--- config.mk ---
export PLATFORM = sky130hd
export DESIGN_NAME = dm_arbiter
export DESIGN_NICKNAME = d
export VERILOG_FILES = /design/src/rtl/dm_arbiter.sv
export SDC_FILE = /design/constraint.sdc
export NUM_CORES = 1
export LEC_CHECK = 0
export CORE_MARGIN = 2
export CORE_UTILIZATION = 35
export DETAILED_ROUTE_END_ITERATION = 8
export HOLD_SLACK_MARGIN = 0.06
export PLACE_DENSITY = 0.86
export SLEW_MARGIN = 20
export SYNTH_ARGS = -nofsm -noshare
export SYNTH_HDL_FRONTEND = slang
export SYNTH_SLANG_ARGS = --single-unit
--- constraint.sdc ---
create_clock -name i_clk -period 1.74 [get_ports i_clk]
set_input_delay 0.261 -clock i_clk [delete_from_list [all_inputs] [get_ports i_clk]]
set_output_delay 0.261 -clock i_clk [all_outputs]
set_load 0.005 [all_outputs]
--- src/rtl/dm_arbiter.sv ---
// Data-memory port arbiter between the MEM stage and a debug/loader master.
// Fixed-occupancy accesses, CPU priority with a starvation guard for debug.
module dm_arbiter #(
  parameter int LAT = 2
) (
  input  logic        i_clk,
  input  logic        i_rst_n,
  input  logic        i_cpu_read,
  input  logic        i_cpu_write,
  input  logic [31:0] i_cpu_addr,
  input  logic [31:0] i_cpu_wdata,
  output logic [31:0] o_cpu_rdata,
  output logic        o_stall,
  input  logic        i_dbg_req,
  input  logic        i_dbg_we,
  input  logic [31:0] i_dbg_addr,
  input  logic [31:0] i_dbg_wdata,
  output logic        o_dbg_gnt,
  output logic        o_dbg_done,
  output logic [31:0] o_dbg_rdata,
  output logic        o_dm_read,
  output logic        o_dm_write,
  output logic [31:0] o_dm_addr,
  output logic [31:0] o_dm_wdata,
  input  logic [31:0] i_dm_rdata
);

  typedef enum logic [1:0] {
    IDLE    = 2'd0,
    CPU_ACC = 2'd1,
    DBG_ACC = 2'd2
  } state_t;

  localparam logic [2:0] LAST = 3'(LAT - 1);

  state_t      r_state;
  state_t      w_state_nxt;
  logic [2:0]  r_cnt;
  logic [2:0]  w_cnt_nxt;
  logic [1:0]  r_starve;
  logic [1:0]  w_starve_nxt;
  logic        r_dbg_we;
  logic [31:0] r_dbg_addr;
  logic [31:0] r_dbg_wdata;
  logic [31:0] r_dbg_rdata;
  logic        r_dbg_done;

  logic        w_cpu_req;
  logic        w_last;
  logic        w_gnt_dbg;
  logic        w_gnt_cpu;
  logic        w_dbg_fin;
  logic        w_dm_read;
  logic        w_dm_write;
  logic [31:0] w_dm_addr;
  logic [31:0] w_dm_wdata;
  logic [31:0] w_cpu_rdata;
  logic        w_dbg_gnt;

  assign w_cpu_req = i_cpu_read | i_cpu_write;
  assign w_last    = (r_cnt == LAST);
  assign w_gnt_dbg = i_dbg_req &
                     ((r_starve == 2'd2) | ~w_cpu_req);
  assign w_gnt_cpu = w_cpu_req & ~w_gnt_dbg;
  assign w_dbg_fin = (r_state == DBG_ACC) & w_last;

  always_ff @(posedge i_clk or negedge i_rst_n) begin
    if (!i_rst_n) begin
      r_state  <= IDLE;
      r_cnt    <= 3'd0;
      r_starve <= 2'd0;
    end else begin
      r_state  <= w_state_nxt;
      r_cnt    <= w_cnt_nxt;
      r_starve <= w_starve_nxt;
    end
  end

  always_comb begin
    w_state_nxt  = r_state;
    w_cnt_nxt    = r_cnt;
    w_starve_nxt = r_starve;
    w_dm_read    = 1'b0;
    w_dm_write   = 1'b0;
    w_dm_addr    = 32'd0;
    w_dm_wdata   = 32'd0;
    w_cpu_rdata  = 32'd0;
    w_dbg_gnt    = 1'b0;
    unique case (r_state)
      IDLE: begin
        w_cnt_nxt = 3'd0;
        if (w_gnt_dbg) begin
          w_state_nxt  = DBG_ACC;
          w_starve_nxt = 2'd0;
        end else if (w_gnt_cpu) begin
          w_state_nxt = CPU_ACC;
          if (!i_dbg_req)
            w_starve_nxt = 2'd0;
          else if (r_starve != 2'd2)
            w_starve_nxt = r_starve + 2'd1;
        end
      end
      CPU_ACC: begin
        w_cnt_nxt   = w_last ? 3'd0 : r_cnt + 3'd1;
        w_state_nxt = w_last ? IDLE : CPU_ACC;
        // Write wins when the stage raises both strobes
        w_dm_write  = i_cpu_write;
        w_dm_read   = i_cpu_read & ~i_cpu_write;
        w_dm_addr   = i_cpu_addr;
        w_dm_wdata  = i_cpu_wdata;
        w_cpu_rdata = i_dm_rdata;
      end
      DBG_ACC: begin
        w_cnt_nxt   = w_last ? 3'd0 : r_cnt + 3'd1;
        w_state_nxt = w_last ? IDLE : DBG_ACC;
        w_dm_write  = r_dbg_we;
        w_dm_read   = ~r_dbg_we;
        w_dm_addr   = r_dbg_addr;
        w_dm_wdata  = r_dbg_wdata;
        w_dbg_gnt   = (r_cnt == 3'd0);
      end
      default: begin
        w_state_nxt = IDLE;
        w_cnt_nxt   = 3'd0;
      end
    endcase
  end

  always_ff @(posedge i_clk or negedge i_rst_n) begin
    if (!i_rst_n) begin
      r_dbg_we    <= 1'b0;
      r_dbg_addr  <= 32'd0;
      r_dbg_wdata <= 32'd0;
      r_dbg_rdata <= 32'd0;
      r_dbg_done  <= 1'b0;
    end else begin
      if ((r_state == IDLE) && w_gnt_dbg) begin
        r_dbg_we    <= i_dbg_we;
        r_dbg_addr  <= i_dbg_addr;
        r_dbg_wdata <= i_dbg_wdata;
      end
      r_dbg_done <= w_dbg_fin;
      if (w_dbg_fin && !r_dbg_we)
        r_dbg_rdata <= i_dm_rdata;
    end
  end

  // Reset gates the memory side combinationally, even mid-access
  assign o_dm_read   = w_dm_read & i_rst_n;
  assign o_dm_write  = w_dm_write & i_rst_n;
  assign o_dm_addr   = i_rst_n ? w_dm_addr : 32'd0;
  assign o_dm_wdata  = i_rst_n ? w_dm_wdata : 32'd0;
  assign o_stall     = i_rst_n & w_cpu_req &
                       ~((r_state == CPU_ACC) & w_last);
  assign o_cpu_rdata = w_cpu_rdata;
  assign o_dbg_gnt   = w_dbg_gnt;
  assign o_dbg_done  = r_dbg_done;
  assign o_dbg_rdata = r_dbg_rdata;

endmodule

==> results of run 1 <==
-- metrics by stage --
stage / utilization [%] / setup TNS [ns]
3_5_place_dp: 59.4 / -29.16
4_1_cts: 62.5 / -37.88
6_report: 69.7 / -30.66
2_1_floorplan: - / 0
5_1_grt: 69.7 / -39.24
3_3_place_gp: 59.4 / -26.06
-- cell families (layout without fill, tap and decap cells) --
logic type,after synthesis,in the layout
AND/OR/NAND/NOR,116,117
flip-flops,105,105
multiplexers,99,99
AO/OA/AOI/OAI,77,77
buffers and inverters,39,409
adder cells (fa/ha/maj),6,6
XOR/XNOR,1,1
-- per-layer routing --
layer	GRT usage, %	wire length (um)
met1	25.3	7990
met2	36.2	10700
met3	5.07	1470
met4	6.46	545
met5	0	0
-- report_power, final --
part           switching, mW  internal [mW]  leakage [nW]
logic                   3.74           5.79          3.23
registers              0.889           3.65          1.26
clock network          0.923           1.01         0.135
total                   5.55           10.5          4.62
-- critical path, delay by kind of cell (launching register included) --
kind / cells / cell delay (ns)
AOI/OAI and AO/OA: 1 / 0.14
DFF: 1 / 0.41
adders and majority gates: 1 / 0.19
and+or+nand+nor: 1 / 0.08
buffers and inverters: 4 / 0.75
-- state kept, by name, indices dropped and copies added, names as in the netlist --
name         count
o_dbg_done       1
o_dbg_rdata     32
r_cnt            3
r_dbg_addr      32
r_dbg_wdata     32
r_dbg_we         1
r_starve         2
r_state          2
-- cell usage after synthesis, types with 2 or more instances --
master / n
inv_1: 4
ha_1: 6
buf_6: 8
buf_1: 5
mux2i_1: 2
nor4b_1: 2
o31ai_1: 3
nand2_1: 6
dfrtp_1: 105
clkbuf_1: 20
mux2_2: 67
nor2_1: 67
a21oi_1: 2
a22oi_1: 65
mux2_4: 30
and2b_1: 2
and2_1: 35
-- worst max-delay path by stage --
| stage | cells past startpoint | slack (ns) | from | end |
|---|---|---|---|---|
| 2_1_floorplan | 6 | 0.002 | r_state[0] | o_dm_wdata[10] |
| 3_3_place_gp | 4 | -0.33 | i_cpu_write | o_dm_read |
| 3_5_place_dp | 4 | -0.30 | i_cpu_write | o_dm_read |
| 4_1_cts | 6 | -0.57 | r_state[0] | o_dm_wdata[6] |
| 5_1_grt | 7 | -0.51 | r_state[0] | o_dm_addr[20] |
| 6_report | 7 | -0.44 | r_state[0] | o_dm_addr[20] |
-- cell type report --
| cell class | instances | area (um2) |
|---|---|---|
| inverter | 4 | 15.0 |
| sequential | 105 | 2630 |
| clock buffer | 10 | 239 |
| clock inverter | 6 | 42.5 |
| timing repair buffer | 389 | 3970 |
| multi-input combinational | 300 | 3070 |
| tap | 184 | 230 |
| fill | 1012 | 4440 |
-- what timing repair did --
item | 4_1_cts | 5_1_grt
pin swaps | 0 | 77
setup endpoints to repair | 100 | 173
setup buffers | 11 | 25
hold buffers | 0 | 0
gates resized for setup | 172 | 295
gates cloned | 4 | 21
==> out/summary.txt, run 1 <==
R2r setup slk -> -0.12 ns
Skew final -> 0.00856 ns
Final WL -> 20.7 mm
Max-cap violations -> 0
Yosys top cell by area -> dfrtp_1
Num ports -> 299
Main flop type after synthesis -> dfrtp_1
CP Capture Type -> output port
Rows -> 44
HP Class -> in2async
Max FO, Critical Path -> 7
DP Cell Count -> 922
R2r worst-path depth -> 9
Leak -> 4.62 nW
Die X -> 127 um
Fmax -> 0.458 GHz
Max incr delay on CP -> 0.41 ns
Post-synthesis mux area share -> 23.1%
Clock Latency Late Sink -> 0.35 ns
DRT iter0 DRCs -> 179
Pwr Density -> 1570 mW/mm2
Initial cell density of the core -> 36.2%
Place WS -> -0.298 ns
Clk root buf -> clkbuf_16
Number of buffers created by CTS -> 9
Syn Area/Cell -> 12.0 um2
GR Overflow Total -> 0
Worst EP arrival -> 1.92 ns
CTS tree -> yes
Largest net degree at the start of global routing -> 57
Synthesized area -> 0.00530 mm2
Routed via count -> 5119
Syn-to-layout area delta -> 92.5%
Final Max Slew Viols -> 0
Post-Synth Simple-Gate Area -> 10.9%
# nets final -> 981
Largest family of logic cells by synthesized area -> multiplexers
Crit path cell chain -> buf_6 > ha_4 > buf_4 > clkbuf_16 > a22oi_2 > nor2_1 > dlygate4sd2_1
Share of cells above drive strength 1 -> 49.1%
YS warnings -> 0
RR Endpoint -> o_dbg_rdata[20]
GRT Total Usage -> 20.7%
Seq/Total Area, Yosys -> 49.6%
Antenna Nets Post-Route -> 0
Routed WL per cell -> 20.8 um
Clk slew on worst S/H paths -> 0.07 ns
Synthesized instance count -> 443
Final Hold Fails -> 0
Total power -> 16.0 mW
WP data required -> 1.48 ns
Crit path time final -> 2.18 ns
CP max-delay cell -> dfrtp_1
Routability Congestion -> 0.779
Post-route cell area -> 0.0102 mm2
DP Area -> 0.00870 mm2
VDD IR max -> 753 uV
Synth area leaders -> dfrtp_1 50%, mux2_2 14%, a22oi_1 9.2%
Initial antenna violation count -> 0
Worst hold margin -> 0.107 ns
Commonest non-fill, non-tap cells in the layout -> 197 x clkdlybuf4s50_1, 105 x dfrtp_1, 67 x mux2_2
# clock sinks -> 105
CTS H-Tree Depth -> 3
Slew HR -> 51.6%
Worst setup SP type -> flip-flop
Port Buf Inserts -> 298
Run status -> finished with violations
First-pass GRT wire length -> 26.4 mm
Distinct cells, synth -> 31
RSZ-0062 raised after global routing -> yes
DR vias/cell -> 5.13
Crit Reg-Reg Startpoint -> r_state[0]
Post-synth ARST share -> 100%
Core area -> 0.0146 mm2
Tcrit/Tclk final -> 126%
N_diodes -> 0
Die area -> 0.0161 mm2
Vias in the first global route -> 4918
Post-synth EDFFs -> 0
Number of synthesized register bits -> 105
Drt drc -> 0
First drt pass iteration count -> 4
Final setup viols -> 131
Synth Area in Adders -> 1.42%
Post-Synth XOR/XNOR Area -> 0.165%
Synth Net Count -> 615
Clock Path Buffers -> 2
Dpl hpwl -> 11.9 mm
Final cell count without fillers -> 998
Setup slack after layout -> -0.444 ns
Commonest non-fill, non-tap cell in the layout -> clkdlybuf4s50_1
Failing checks -> setup timing
CP Class -> reg2out
Die height -> 127 um
Slew at the pin closest to its max-slew limit -> 0.726 ns
Synth Area in Compound Gates -> 10.8%
Synth top area share -> 49.6%
No activity file was read; power rests on OpenSTA's default activity.
==> inputs of run 2 (changes only) <==
--- a/config.mk
+++ b/config.mk
@@ -9,6 +9,7 @@
 export CORE_UTILIZATION = 35
 export DETAILED_ROUTE_END_ITERATION = 8
 export HOLD_SLACK_MARGIN = 0.06
+export MAX_ROUTING_LAYER = met4
 export PLACE_DENSITY = 0.86
 export SLEW_MARGIN = 20
 export SYNTH_ARGS = -nofsm -noshare
==> run 2 against run 1 <==
Compared with the run above:
- the flow still finishes with violations (setup timing)
- clock skew rose by 0.00064 ns
- combinational power barely moved
- non-clock buffer count did not move
- critical path depth did not move
- routed wire length fell by 0.67%
- sequential share of layout area barely moved
- maximum frequency barely moved
- clock-buffer cell count did not move
- worst setup slack improved by 0.0015 ns
- cell count did not move
==> out/summary.txt, run 2 (synthesis results as in run 1) <==
Skew final -> 0.00920 ns (+0.000640 ns)
Initial cell density of the core -> 36.2% (unchanged)
CP Class -> reg2out
Dpl hpwl -> 11.9 mm (unchanged)
Commonest non-fill, non-tap cells in the layout -> 197 x clkdlybuf4s50_1, 105 x dfrtp_1, 67 x mux2_2
Initial antenna violation count -> 0 (unchanged)
Drt drc -> 0 (unchanged)
Fillcell total -> 1009 (-0.30%)
Worst setup SP type -> flip-flop
Slew at the pin closest to its max-slew limit -> 0.721 ns (-0.00482 ns)
Max FO, Critical Path -> 7 (unchanged)
GR Overflow Total -> 0 (unchanged)
Failing checks -> setup timing
Worst EP arrival -> 1.92 ns (about the same)
Met2 GRT Util -> 36.6% (+0.35 points)
Final setup viols -> 130 (-0.76%)
Max incr delay on CP -> 0.41 ns (about the same)
Pwr Density -> 1570 mW/mm2 (about the same)
Crit path buffers/inverters -> 4 (unchanged)
Fmax -> 0.458 GHz (about the same)
GRT busiest layer -> met2
Routed via count -> 5156 (+0.72%)
Worst path depth -> 7 (unchanged)
DP Cell Count -> 922 (unchanged)
Share of cells above drive strength 1 -> 49.3% (+0.12 points)
Leak -> 4.62 nW (about the same)
Top delay family on crit path -> buffers and inverters
Final WL -> 20.6 mm (-0.67%)
Num ports -> 299 (unchanged)
Die area -> 0.0161 mm2 (unchanged)
Die X -> 127 um (unchanged)
GR Util met1 -> 25.4% (+0.027 points)
DR vias/cell -> 5.17 (+0.72%)
Total power -> 16.0 mW (about the same)
Final cell count without fillers -> 998 (unchanged)
Tcrit/Tclk final -> 125% (about the same)
Port Buf Inserts -> 298 (unchanged)
Routed WL per cell -> 20.6 um (-0.67%)
VDD IR max -> 759 uV (+0.81%)
Rows -> 44 (unchanged)
DRT iter0 DRCs -> 209 (+17%)
First drt pass iteration count -> 4 (unchanged)
Crit path cell chain -> buf_6 > ha_4 > buf_4 > clkbuf_16 > a22oi_2 > nor2_1 > dlygate4sd2_1
Clk root buf -> clkbuf_16
Multi-input gate area -> 0.00308 mm2 (about the same)
CP max-delay cell -> dfrtp_1
N_diodes -> 0 (unchanged)
Largest net degree at the start of global routing -> 57 (unchanged)
Clock Path Buffers -> 2 (unchanged)
Number of buffers created by CTS -> 9 (unchanged)
Clk slew on worst S/H paths -> 0.07 ns (about the same)
WP data required -> 1.48 ns (about the same)
Routability Congestion -> 0.790 (+1.4%)
# hold bufs at CTS -> 0 (unchanged)
HP Class -> in2async
# nets final -> 981 (unchanged)
Final Max Slew Viols -> 0 (unchanged)
Sequential cell area -> 0.00263 mm2 (unchanged)
Slew HR -> 51.9% (+0.32 points)
CTS tree -> yes
Final Hold Fails -> 0 (unchanged)
GRT Total Usage -> 21.3% (+0.58 points)
Vias in the first global route -> 4952 (+0.69%)
CTS H-Tree Depth -> 3 (unchanged)
# clock sinks -> 105 (unchanged)
R2r worst-path depth -> 9 (unchanged)
Die height -> 127 um (unchanged)
Crit path time final -> 2.18 ns (-0.00151 ns)
First-pass GRT wire length -> 26.3 mm (-0.37%)
GRT met3 Usage -> 4.40% (-0.67 points)
Max-cap violations -> 0 (unchanged)
Clock Latency Late Sink -> 0.35 ns (about the same)
RSZ-0062 raised after global routing -> yes
Syn-to-layout area delta -> 92.4% (about the same)
CP Capture Type -> output port
Setup slack after layout -> -0.442 ns (+0.00151 ns)
Core area -> 0.0146 mm2 (unchanged)
Run status -> finished with violations
Antenna Nets Post-Route -> 0 (unchanged)
Commonest non-fill, non-tap cell in the layout -> clkdlybuf4s50_1
[run 2: cell type report]
cell class	count	share of cell area, %
Timing Repair Buffer	389	38.9
Multi-Input combinational cell	300	30.2
Sequential cell	105	25.8
Clock buffer	10	2.34
Tap cell	184	2.26
Clock inverter	6	0.417
Inverter	4	0.147
[run 2: worst paths after layout]
kind,end,start,slack [ns]
hold / removal,r_state[0],i_rst_n,0.11
setup / recovery,o_dm_addr[20],r_state[0],-0.44
max in group asynchronous,r_dbg_wdata[9],i_rst_n,1.12
hold reg to reg,r_starve[0],r_starve[0],0.49
setup reg to reg,o_dbg_rdata[20],r_state[0],-0.11
min in group i_clk,r_starve[0],r_starve[0],0.49
[run 2: per-layer routing]
metal | wire [um] | share of wire, %
met3 | 1300 | 6.3
met4 | 578 | 2.8
met2 | 10600 | 51
met1 | 8140 | 40
met5 | 0 | 0
[run 2: metrics by stage]
stage | setup TNS [ns] | utilization (%) | setup slack [ns] | area, um2 | hold slack, ns
2_1_floorplan | 0 | - | 0.00166 | 5300 | -0.0346
3_3_place_gp | -26.06 | 59.4 | -0.329 | 8700 | 0.453
3_5_place_dp | -29.16 | 59.4 | -0.298 | 8700 | 0.460
4_1_cts | -37.88 | 62.5 | -0.568 | 9150 | 0.124
5_1_grt | -38.80 | 69.6 | -0.508 | 10200 | 0.155
6_report | -29.69 | 69.6 | -0.442 | 10200 | 0.107
[run 2: repair_timing]
action,in CTS,in global routing
endpoints found under the setup margin,100,173
pin swaps,0,77
setup buffers,11,25
endpoints found under the hold margin,0,0
gates cloned,4,21
resized for setup,172,295
[run 2: report_power, final]
part           leakage, nW  internal [mW]  switching [mW]  total [mW]
registers             1.26           3.65           0.889        4.54
logic                 3.23           5.79            3.72        9.51
clock network        0.135           1.01           0.923        1.94
